==> src/rtl/hazard_pkg.sv <==
// rtl/hazard_pkg.sv - shared state encoding and forwarding-select codes for hazard_ctrl
package hazard_pkg;

    typedef enum logic [1:0] {
        ST_RUN   = 2'd0,
        ST_DWAIT = 2'd1,
        ST_ERR   = 2'd2
    } state_e;

    localparam logic [1:0] FWD_REG = 2'b00;
    localparam logic [1:0] FWD_WB  = 2'b01;
    localparam logic [1:0] FWD_MEM = 2'b10;

endpackage

==> src/rtl/hazard_ctrl_fwd_sel.sv <==
// rtl/hazard_ctrl_fwd_sel.sv - EX-stage forward select for one source operand
module fwd_sel
    import hazard_pkg::*;
(
    input  logic [4:0] rs_i,
    input  logic [4:0] rd_m_i,
    input  logic       reg_write_m_i,
    input  logic [4:0] rd_w_i,
    input  logic       reg_write_w_i,
    output logic [1:0] fwd_o
);

    // x0 is hardwired zero, so a producer targeting it never forwards
    always_comb begin
        fwd_o = FWD_REG;
        if (rs_i != 5'd0) begin
            if (reg_write_m_i && (rd_m_i == rs_i)) begin
                fwd_o = FWD_MEM;
            end else if (reg_write_w_i && (rd_w_i == rs_i)) begin
                fwd_o = FWD_WB;
            end
        end
    end

endmodule

==> src/rtl/hazard_ctrl.sv <==
// rtl/hazard_ctrl.sv - pipeline stall/flush sequencer with forwarding, dmem wait FSM and perf counters
module hazard_ctrl
    import hazard_pkg::*;
#(
    parameter int MAX_WAIT = 16,
    parameter int CNT_W    = 32
) (
    input  logic             clk,
    input  logic             reset,
    input  logic [4:0]       Rs1D,
    input  logic [4:0]       Rs2D,
    input  logic [4:0]       Rs1E,
    input  logic [4:0]       Rs2E,
    input  logic [4:0]       RdE,
    input  logic             ResultSrcE0,
    input  logic             PCSrcE,
    input  logic [4:0]       RdM,
    input  logic [4:0]       RdW,
    input  logic             RegWriteM,
    input  logic             RegWriteW,
    input  logic             imem_ready,
    input  logic             dmem_req,
    input  logic             dmem_ready,
    output logic             StallF,
    output logic             StallD,
    output logic             StallE,
    output logic             StallM,
    output logic             FlushD,
    output logic             FlushE,
    output logic             FlushW,
    output logic [1:0]       ForwardAE,
    output logic [1:0]       ForwardBE,
    output logic             bus_err,
    output logic [CNT_W-1:0] stall_cnt,
    output logic [CNT_W-1:0] flush_cnt
);

    localparam int WCW = $clog2(MAX_WAIT) + 1;

    state_e           state_q, state_d;
    logic [WCW-1:0]   wait_cnt_q, wait_cnt_d;
    logic [CNT_W-1:0] stall_cnt_q, stall_cnt_d;
    logic [CNT_W-1:0] flush_cnt_q, flush_cnt_d;

    logic lw_stall;
    logic dwait;
    logic branch_flush;

    fwd_sel u_fwd_a (
        .rs_i          (Rs1E),
        .rd_m_i        (RdM),
        .reg_write_m_i (RegWriteM),
        .rd_w_i        (RdW),
        .reg_write_w_i (RegWriteW),
        .fwd_o         (ForwardAE)
    );

    fwd_sel u_fwd_b (
        .rs_i          (Rs2E),
        .rd_m_i        (RdM),
        .reg_write_m_i (RegWriteM),
        .rd_w_i        (RdW),
        .reg_write_w_i (RegWriteW),
        .fwd_o         (ForwardBE)
    );

    assign lw_stall = ResultSrcE0 && (RdE != 5'd0) && ((Rs1D == RdE) || (Rs2D == RdE));
    assign dwait    = ((state_q == ST_RUN) && dmem_req && !dmem_ready) || (state_q == ST_DWAIT);

    always_comb begin
        state_d    = state_q;
        wait_cnt_d = wait_cnt_q;
        case (state_q)
            ST_RUN: begin
                if (dmem_req && !dmem_ready) begin
                    state_d    = ST_DWAIT;
                    wait_cnt_d = WCW'(1);
                end
            end
            ST_DWAIT: begin
                if (dmem_ready) begin
                    state_d = ST_RUN;
                end else if (wait_cnt_q == WCW'(MAX_WAIT - 1)) begin
                    state_d = ST_ERR;
                end else begin
                    wait_cnt_d = wait_cnt_q + WCW'(1);
                end
            end
            ST_ERR:  state_d = ST_RUN;
            default: state_d = ST_RUN;
        endcase
    end

    // Held in reset, every pipeline control reads as a plain advance regardless of inputs
    always_comb begin
        StallF       = 1'b0;
        StallD       = 1'b0;
        StallE       = 1'b0;
        StallM       = 1'b0;
        FlushD       = 1'b0;
        FlushE       = 1'b0;
        FlushW       = 1'b0;
        branch_flush = 1'b0;
        if (!reset) begin
            if (dwait) begin
                StallF = 1'b1;
                StallD = 1'b1;
                StallE = 1'b1;
                StallM = 1'b1;
                FlushW = 1'b1;
            end else begin
                FlushW = (state_q == ST_ERR);
                if (PCSrcE) begin
                    FlushD       = 1'b1;
                    FlushE       = 1'b1;
                    branch_flush = 1'b1;
                end else begin
                    if (lw_stall) begin
                        StallF = 1'b1;
                        StallD = 1'b1;
                        FlushE = 1'b1;
                    end
                    if (!imem_ready) begin
                        StallF = 1'b1;
                        FlushD = !lw_stall;
                    end
                end
            end
        end
    end

    assign bus_err   = (state_q == ST_ERR) && !reset;
    assign stall_cnt = stall_cnt_q;
    assign flush_cnt = flush_cnt_q;

    always_comb begin
        stall_cnt_d = stall_cnt_q;
        flush_cnt_d = flush_cnt_q;
        if (StallF && (stall_cnt_q != '1)) begin
            stall_cnt_d = stall_cnt_q + CNT_W'(1);
        end
        if (branch_flush && (flush_cnt_q != '1)) begin
            flush_cnt_d = flush_cnt_q + CNT_W'(1);
        end
    end

    always_ff @(posedge clk or posedge reset) begin
        if (reset) begin
            state_q     <= ST_RUN;
            wait_cnt_q  <= '0;
            stall_cnt_q <= '0;
            flush_cnt_q <= '0;
        end else begin
            state_q     <= state_d;
            wait_cnt_q  <= wait_cnt_d;
            stall_cnt_q <= stall_cnt_d;
            flush_cnt_q <= flush_cnt_d;
        end
    end

endmodule

==> config.mk <==
export PLATFORM = sky130hd
export DESIGN_NAME = hazard_ctrl
export DESIGN_NICKNAME = d
export VERILOG_FILES = /design/src/rtl/hazard_pkg.sv /design/src/rtl/hazard_ctrl_fwd_sel.sv /design/src/rtl/hazard_ctrl.sv
export SDC_FILE = /design/constraint.sdc
export NUM_CORES = 1
export LEC_CHECK = 0
export ABC_AREA = 1
export CAP_MARGIN = 10
export CORE_UTILIZATION = 42
export CTS_BUF_LIST = sky130_fd_sc_hd__clkbuf_4 sky130_fd_sc_hd__clkbuf_8
export CTS_CLUSTER_SIZE = 20
export DETAILED_ROUTE_END_ITERATION = 10
export DONT_BUFFER_PORTS = 1
export GPL_TIMING_DRIVEN = 0
export HOLD_SLACK_MARGIN = 0.06
export PLACE_DENSITY_LB_ADDON = 0.08
export SYNTH_ARGS = -nofsm -noshare
export SYNTH_HDL_FRONTEND = slang
export SYNTH_HIERARCHICAL = 1
export SYNTH_SLANG_ARGS = --single-unit
==> constraint.sdc <==
create_clock -name clk -period 5.4 [get_ports clk]
set_input_delay 1.08 -clock clk [delete_from_list [all_inputs] [get_ports clk]]
set_output_delay 1.08 -clock clk [all_outputs]
set_load 0.005 [all_outputs]
==> impl_results.html <==
<table>
<tr><th>Metric</th><th>Value</th></tr>
<tr><th colspan="2">Worst setup path</th></tr>
<tr><td>Element type at the critical path start</td><td>primary input</td></tr>
<tr><td>Gate family responsible for the most delay along the worst path</td><td>simple AND/OR/NAND/NOR gates</td></tr>
<tr><td>Reg2reg start</td><td>flush_cnt[0]</td></tr>
<tr><td>CP max stage cell</td><td>buf_2</td></tr>
<tr><td>Cells on worst reg2reg path</td><td>10</td></tr>
<tr><td>Worst reg-to-reg setup slack</td><td>3.27 ns</td></tr>
<tr><td>Worst setup path class</td><td>primary input to primary output</td></tr>
<tr><td>Chain of cells forming the critical path</td><td>nor2_1 -&gt; nand2_1 -&gt; nor2_1 -&gt; nor2_4 -&gt; nor2_2 -&gt; inv_1 -&gt; nand3_1 -&gt; buf_4 -&gt; buf_2</td></tr>
<tr><td>Crit path from</td><td>dmem_ready</td></tr>
<tr><td>R2r endpoint</td><td>flush_cnt[22]</td></tr>
<tr><td>Buf/Inv on CP</td><td>3</td></tr>
<tr><td>Critical Path Fanout Max</td><td>10</td></tr>
<tr><td>Required time at the worst-slack endpoint</td><td>4.32 ns</td></tr>
<tr><td>Stage delay of the slowest cell on the critical path</td><td>about 0.29 ns</td></tr>
<tr><td>Most prevalent standard cell on the critical path</td><td>nor2_1</td></tr>
<tr><td>Endpoint type of the worst setup path</td><td>primary output</td></tr>
<tr><td>Worst path arrival time</td><td>2.39 ns</td></tr>
<tr><th colspan="2">Logic synthesis</th></tr>
<tr><td>Post-synthesis xor/xnor area fraction</td><td>6.77%</td></tr>
<tr><td>Total nets after synthesis</td><td>825</td></tr>
<tr><td>Synthesis-stage register bit count</td><td>71</td></tr>
<tr><td>Simple-gate area share of the yosys netlist</td><td>44.5%</td></tr>
<tr><td>Instance count of the mapped netlist</td><td>~800</td></tr>
<tr><td>Register area share after synthesis</td><td>about a third</td></tr>
<tr><td>Largest family of logic cells by synthesized area</td><td>simple AND/OR/NAND/NOR gates</td></tr>
<tr><td>Synth Area per Inst</td><td>6.49 um^2</td></tr>
<tr><td>YS warnings</td><td>6</td></tr>
<tr><td>Post-synthesis compound-gate area fraction</td><td>~2.3%</td></tr>
<tr><td>Fraction of the mapped netlist area in adder cells</td><td>0.992%</td></tr>
<tr><td>Post-synthesis cell type count</td><td>31</td></tr>
<tr><td>Mux share of post-synthesis cell area</td><td>0%</td></tr>
<tr><td>Synth Cell Area</td><td>a little over 5000 um^2</td></tr>
<tr><th colspan="2">Outcome</th></tr>
<tr><td>Outcome</td><td>finished, violations left</td></tr>
<tr><td>Failing checks</td><td>DRC</td></tr>
<tr><th colspan="2">Cells and area</th></tr>
<tr><td>Multi-input gate area</td><td>about 2800 um^2</td></tr>
<tr><td>Final non-filler cell total</td><td>between 900 and 1000</td></tr>
<tr><td>Layout overhead on the synthesized area</td><td>8.16%</td></tr>
<tr><td>Filler cell count</td><td>1197</td></tr>
<tr><td>Share of cells above drive strength 1</td><td>8.44%</td></tr>
<tr><td>Final-stage net count</td><td>837</td></tr>
<tr><td>Register area</td><td>1780 um^2</td></tr>
<tr><td>Number of antenna diodes</td><td>0</td></tr>
<tr><th colspan="2">Power</th></tr>
<tr><td>Leakage</td><td>0.00271 uW</td></tr>
<tr><td>VDD IR max</td><td>0.178 mV</td></tr>
<tr><td>Switching part of the total power</td><td>about 37%</td></tr>
<tr><td>Power Dens Cells</td><td>between 200 and 300 nW/um^2</td></tr>
<tr><td>Sequential share of power</td><td>46.3%</td></tr>
<tr><td>Internal Power</td><td>984 uW</td></tr>
<tr><td>Gate power share</td><td>24.7%</td></tr>
<tr><td>Power share of the clock group</td><td>28.9%</td></tr>
<tr><td>Overall power consumption</td><td>1560 uW</td></tr>
<tr><td>Switching pwr</td><td>571 uW</td></tr>
<tr><th colspan="2">GRT</th></tr>
<tr><td>Routing usage on met3</td><td>6.59%</td></tr>
<tr><td>GRT Total Usage</td><td>21.7%</td></tr>
<tr><td>M1 GR Usage</td><td>about 25%</td></tr>
<tr><td>Global-route wire length before repair</td><td>21.7 mm</td></tr>
<tr><td>Initial antenna violation count</td><td>0</td></tr>
<tr><td>Number of global-route vias before repair</td><td>4511</td></tr>
<tr><td>Largest net degree at the start of global routing</td><td>64</td></tr>
<tr><td>Overflow after GRT</td><td>0</td></tr>
<tr><td>Global route hottest layer</td><td>met2</td></tr>
<tr><td>Fraction of met2 tracks used by global routing</td><td>36.5%</td></tr>
<tr><th colspan="2">Floorplanning</th></tr>
<tr><td>Starting density of the core</td><td>around 44%</td></tr>
<tr><td>Total Die Area</td><td>12500 um^2</td></tr>
<tr><td>Vertical extent of the die</td><td>112 um</td></tr>
<tr><td>Core region area</td><td>11600 um^2</td></tr>
<tr><td>Boundary pin count</td><td>120</td></tr>
<tr><td>Floorplan die width</td><td>112 um</td></tr>
<tr><td>Num rows</td><td>39</td></tr>
<tr><th colspan="2">Timing</th></tr>
<tr><td>Worst slew pin tran</td><td>0.654 ns</td></tr>
<tr><td>Final setup violation count</td><td>0</td></tr>
<tr><td>Shortest clock period the worst path allows after layout</td><td>approximately 3.5 ns</td></tr>
<tr><td>Number of hold violations in the final report</td><td>0</td></tr>
<tr><td>Unrepaired setup endpoints after global routing</td><td>false</td></tr>
<tr><td>Final worst path period share</td><td>64.3%</td></tr>
<tr><td>Crit path setup slack, layout</td><td>roughly 1.9 ns</td></tr>
<tr><td>Post-Route Skew</td><td>0.0140 ns</td></tr>
<tr><td>Max-slew violation count</td><td>0</td></tr>
<tr><td>Max-Slew Margin vs Limit</td><td>between 50% and 60%</td></tr>
<tr><td>Highest Clock Rate</td><td>288 MHz</td></tr>
<tr><td>Worst Hold Slack</td><td>between 0.5 and 0.6 ns</td></tr>
<tr><th colspan="2">Drt</th></tr>
<tr><td>Number of nets with antenna violations after detailed routing</td><td>0</td></tr>
<tr><td>Count of routing violations after the opening detailed-route iteration</td><td>314</td></tr>
<tr><td>Routed length per instance</td><td>13.6 um</td></tr>
<tr><td>Detailed-route via count</td><td>4656</td></tr>
<tr><td>Final WL</td><td>12.7 mm</td></tr>
<tr><td>Number of optimization iterations in the first detailed-route pass</td><td>8</td></tr>
<tr><td>Drt via density</td><td>4.97</td></tr>
<tr><td>Drc violations</td><td>4</td></tr>
<tr><th colspan="2">Placement</th></tr>
<tr><td>Number of placed cells counting well taps</td><td>921</td></tr>
<tr><td>Detailed-placement wirelength estimate</td><td>9.89 mm</td></tr>
<tr><td>Gp weighted congestion</td><td>slightly below 0.9</td></tr>
<tr><td>Number of buffers inserted by port buffering</td><td>0</td></tr>
<tr><td>Worst-case setup slack after placement</td><td>between 1.5 and 2 ns</td></tr>
<tr><th colspan="2">Run</th></tr>
<tr><td>Maximum capacitance violations</td><td>0</td></tr>
<tr><th colspan="2">CTS</th></tr>
<tr><td>Cell chosen for the clock root</td><td>clkbuf_8</td></tr>
<tr><td>Clock tree from TritonCTS</td><td>built</td></tr>
<tr><td>Clock network latency to the later pin of the worst-skew pair</td><td>0.37 ns</td></tr>
<tr><td>Clock buffers created by TritonCTS</td><td>9</td></tr>
<tr><td>Cts-stage hold buffer count</td><td>0</td></tr>
<tr><td>Post-CTS repair timing setup buffer count</td><td>0</td></tr>
<tr><td>Clock slew at reported path FFs</td><td>0.07 ns</td></tr>
<tr><td>Buffer levels on the longest clock path</td><td>2</td></tr>
<tr><td>Post-cts repair resize count</td><td>0</td></tr>
<tr><td>Clock Sink Count</td><td>71</td></tr>
<tr><td>Depth of the CTS H-tree</td><td>3</td></tr>
<tr><th colspan="2">Worst hold path</th></tr>
<tr><td>Min-delay worst type</td><td>primary input to asynchronous set/reset pin</td></tr>
</table>
## state kept, by name, summed over array words and instances (netlist names)
signal and count:
wait_cnt_q 5, state_q 2, flush_cnt 32, stall_cnt 32
## through the flow
step	cell area, um^2	utilization [%]	setup TNS (ns)
final	5460	47.2	0
after global routing	5460	47.2	0
after CTS	5460	47.2	0
after detailed placement	5260	45.4	0
after global placement	5230	45.2	-0.0938
after floorplan	5050	-	0
## power by group through the flow
| stage | Combinational [uW] | Clock (uW) | Sequential, uW |
|---|---|---|---|
| final | 385 | 450 | 720 |
| after global routing | 449 | 477 | 737 |
| after CTS | 389 | 463 | 723 |
| after detailed placement | 387 | 0 | 734 |
| after global placement | 374 | 0 | 731 |
| after floorplan | 311 | 0 | 703 |
## routing by layer
| layer | wire length [um] | up-vias |
|---|---|---|
| li1 | - | 2420 |
| met3 | 951 | 30 |
| met2 | 6040 | 125 |
| met4 | 394 | 0 |
| met5 | 0 | - |
| met1 | 5360 | 2081 |
## worst max path at each step
| stage | cells after the start | slack (ns) | endpoint |
|---|---|---|---|
| 2_1_floorplan | 5 | 0.92 | StallF |
| 5_1_grt | 9 | 1.72 | StallF |
| 3_5_place_dp | 6 | 1.86 | StallF |
| 6_report | 9 | 1.93 | StallF |
| 4_1_cts | 6 | 1.86 | StallF |
| 3_3_place_gp | 5 | -0.09 | StallF |
## synthesized netlist by cell type, drive strengths merged
cell type	number	share of area, %
o31ai	1	0.15
xor2	31	5.4
nand3	63	7.4
nand2	286	22
o21a	1	0.15
dfrtp	71	35
inv	116	8.7
ha	4	0.99
nor3b	1	0.15
nor3	30	3.3
clkbuf	3	0.22
nor2	108	9.0
nand4	20	2.5
nand3b	1	0.15
xnor2	8	1.4
buf	10	1.4
a21oi	6	0.60
nor4	2	0.25
o21ai	14	1.4
and2	1	0.12
## placed cells by master (no fill, tap or decap), types with 4 or more instances in the layout
cell      count
nand2_1     282
inv_1       107
nor2_1       96
dfrtp_1      71
nand3_1      51
xor2_1       31
nor3_1       27
nand4_1      20
nand3_2      12
o21ai_0      11
clkbuf_8     10
nor2_2        8
xnor2_1       8
inv_2         7
a21oi_1       6
buf_2         5
nor2_4        4
ha_1          4
## area by class of cell
| class | instances | area share (%) |
|---|---|---|
| inverter | 116 | 8.07 |
| multi-input combinational | 577 | 50.4 |
| buffer | 13 | 1.49 |
| timing repair buffer | 1 | 0.504 |
| clock buffer | 13 | 2.93 |
| clock inverter | 3 | 0.779 |
| tap | 143 | 3.28 |
| sequential | 71 | 32.6 |
## cell families (layout without fill, tap and decap cells)
family                   Yosys count  in the layout
XOR/XNOR                          39             39
buffers and inverters            129            146
AO/OA/AOI/OAI                     22             22
adder cells (fa/ha/maj)            4              4
flip-flops                        71             71
AND/OR/NAND/NOR                  512            512
No activity file was read; power rests on OpenSTA's default activity.
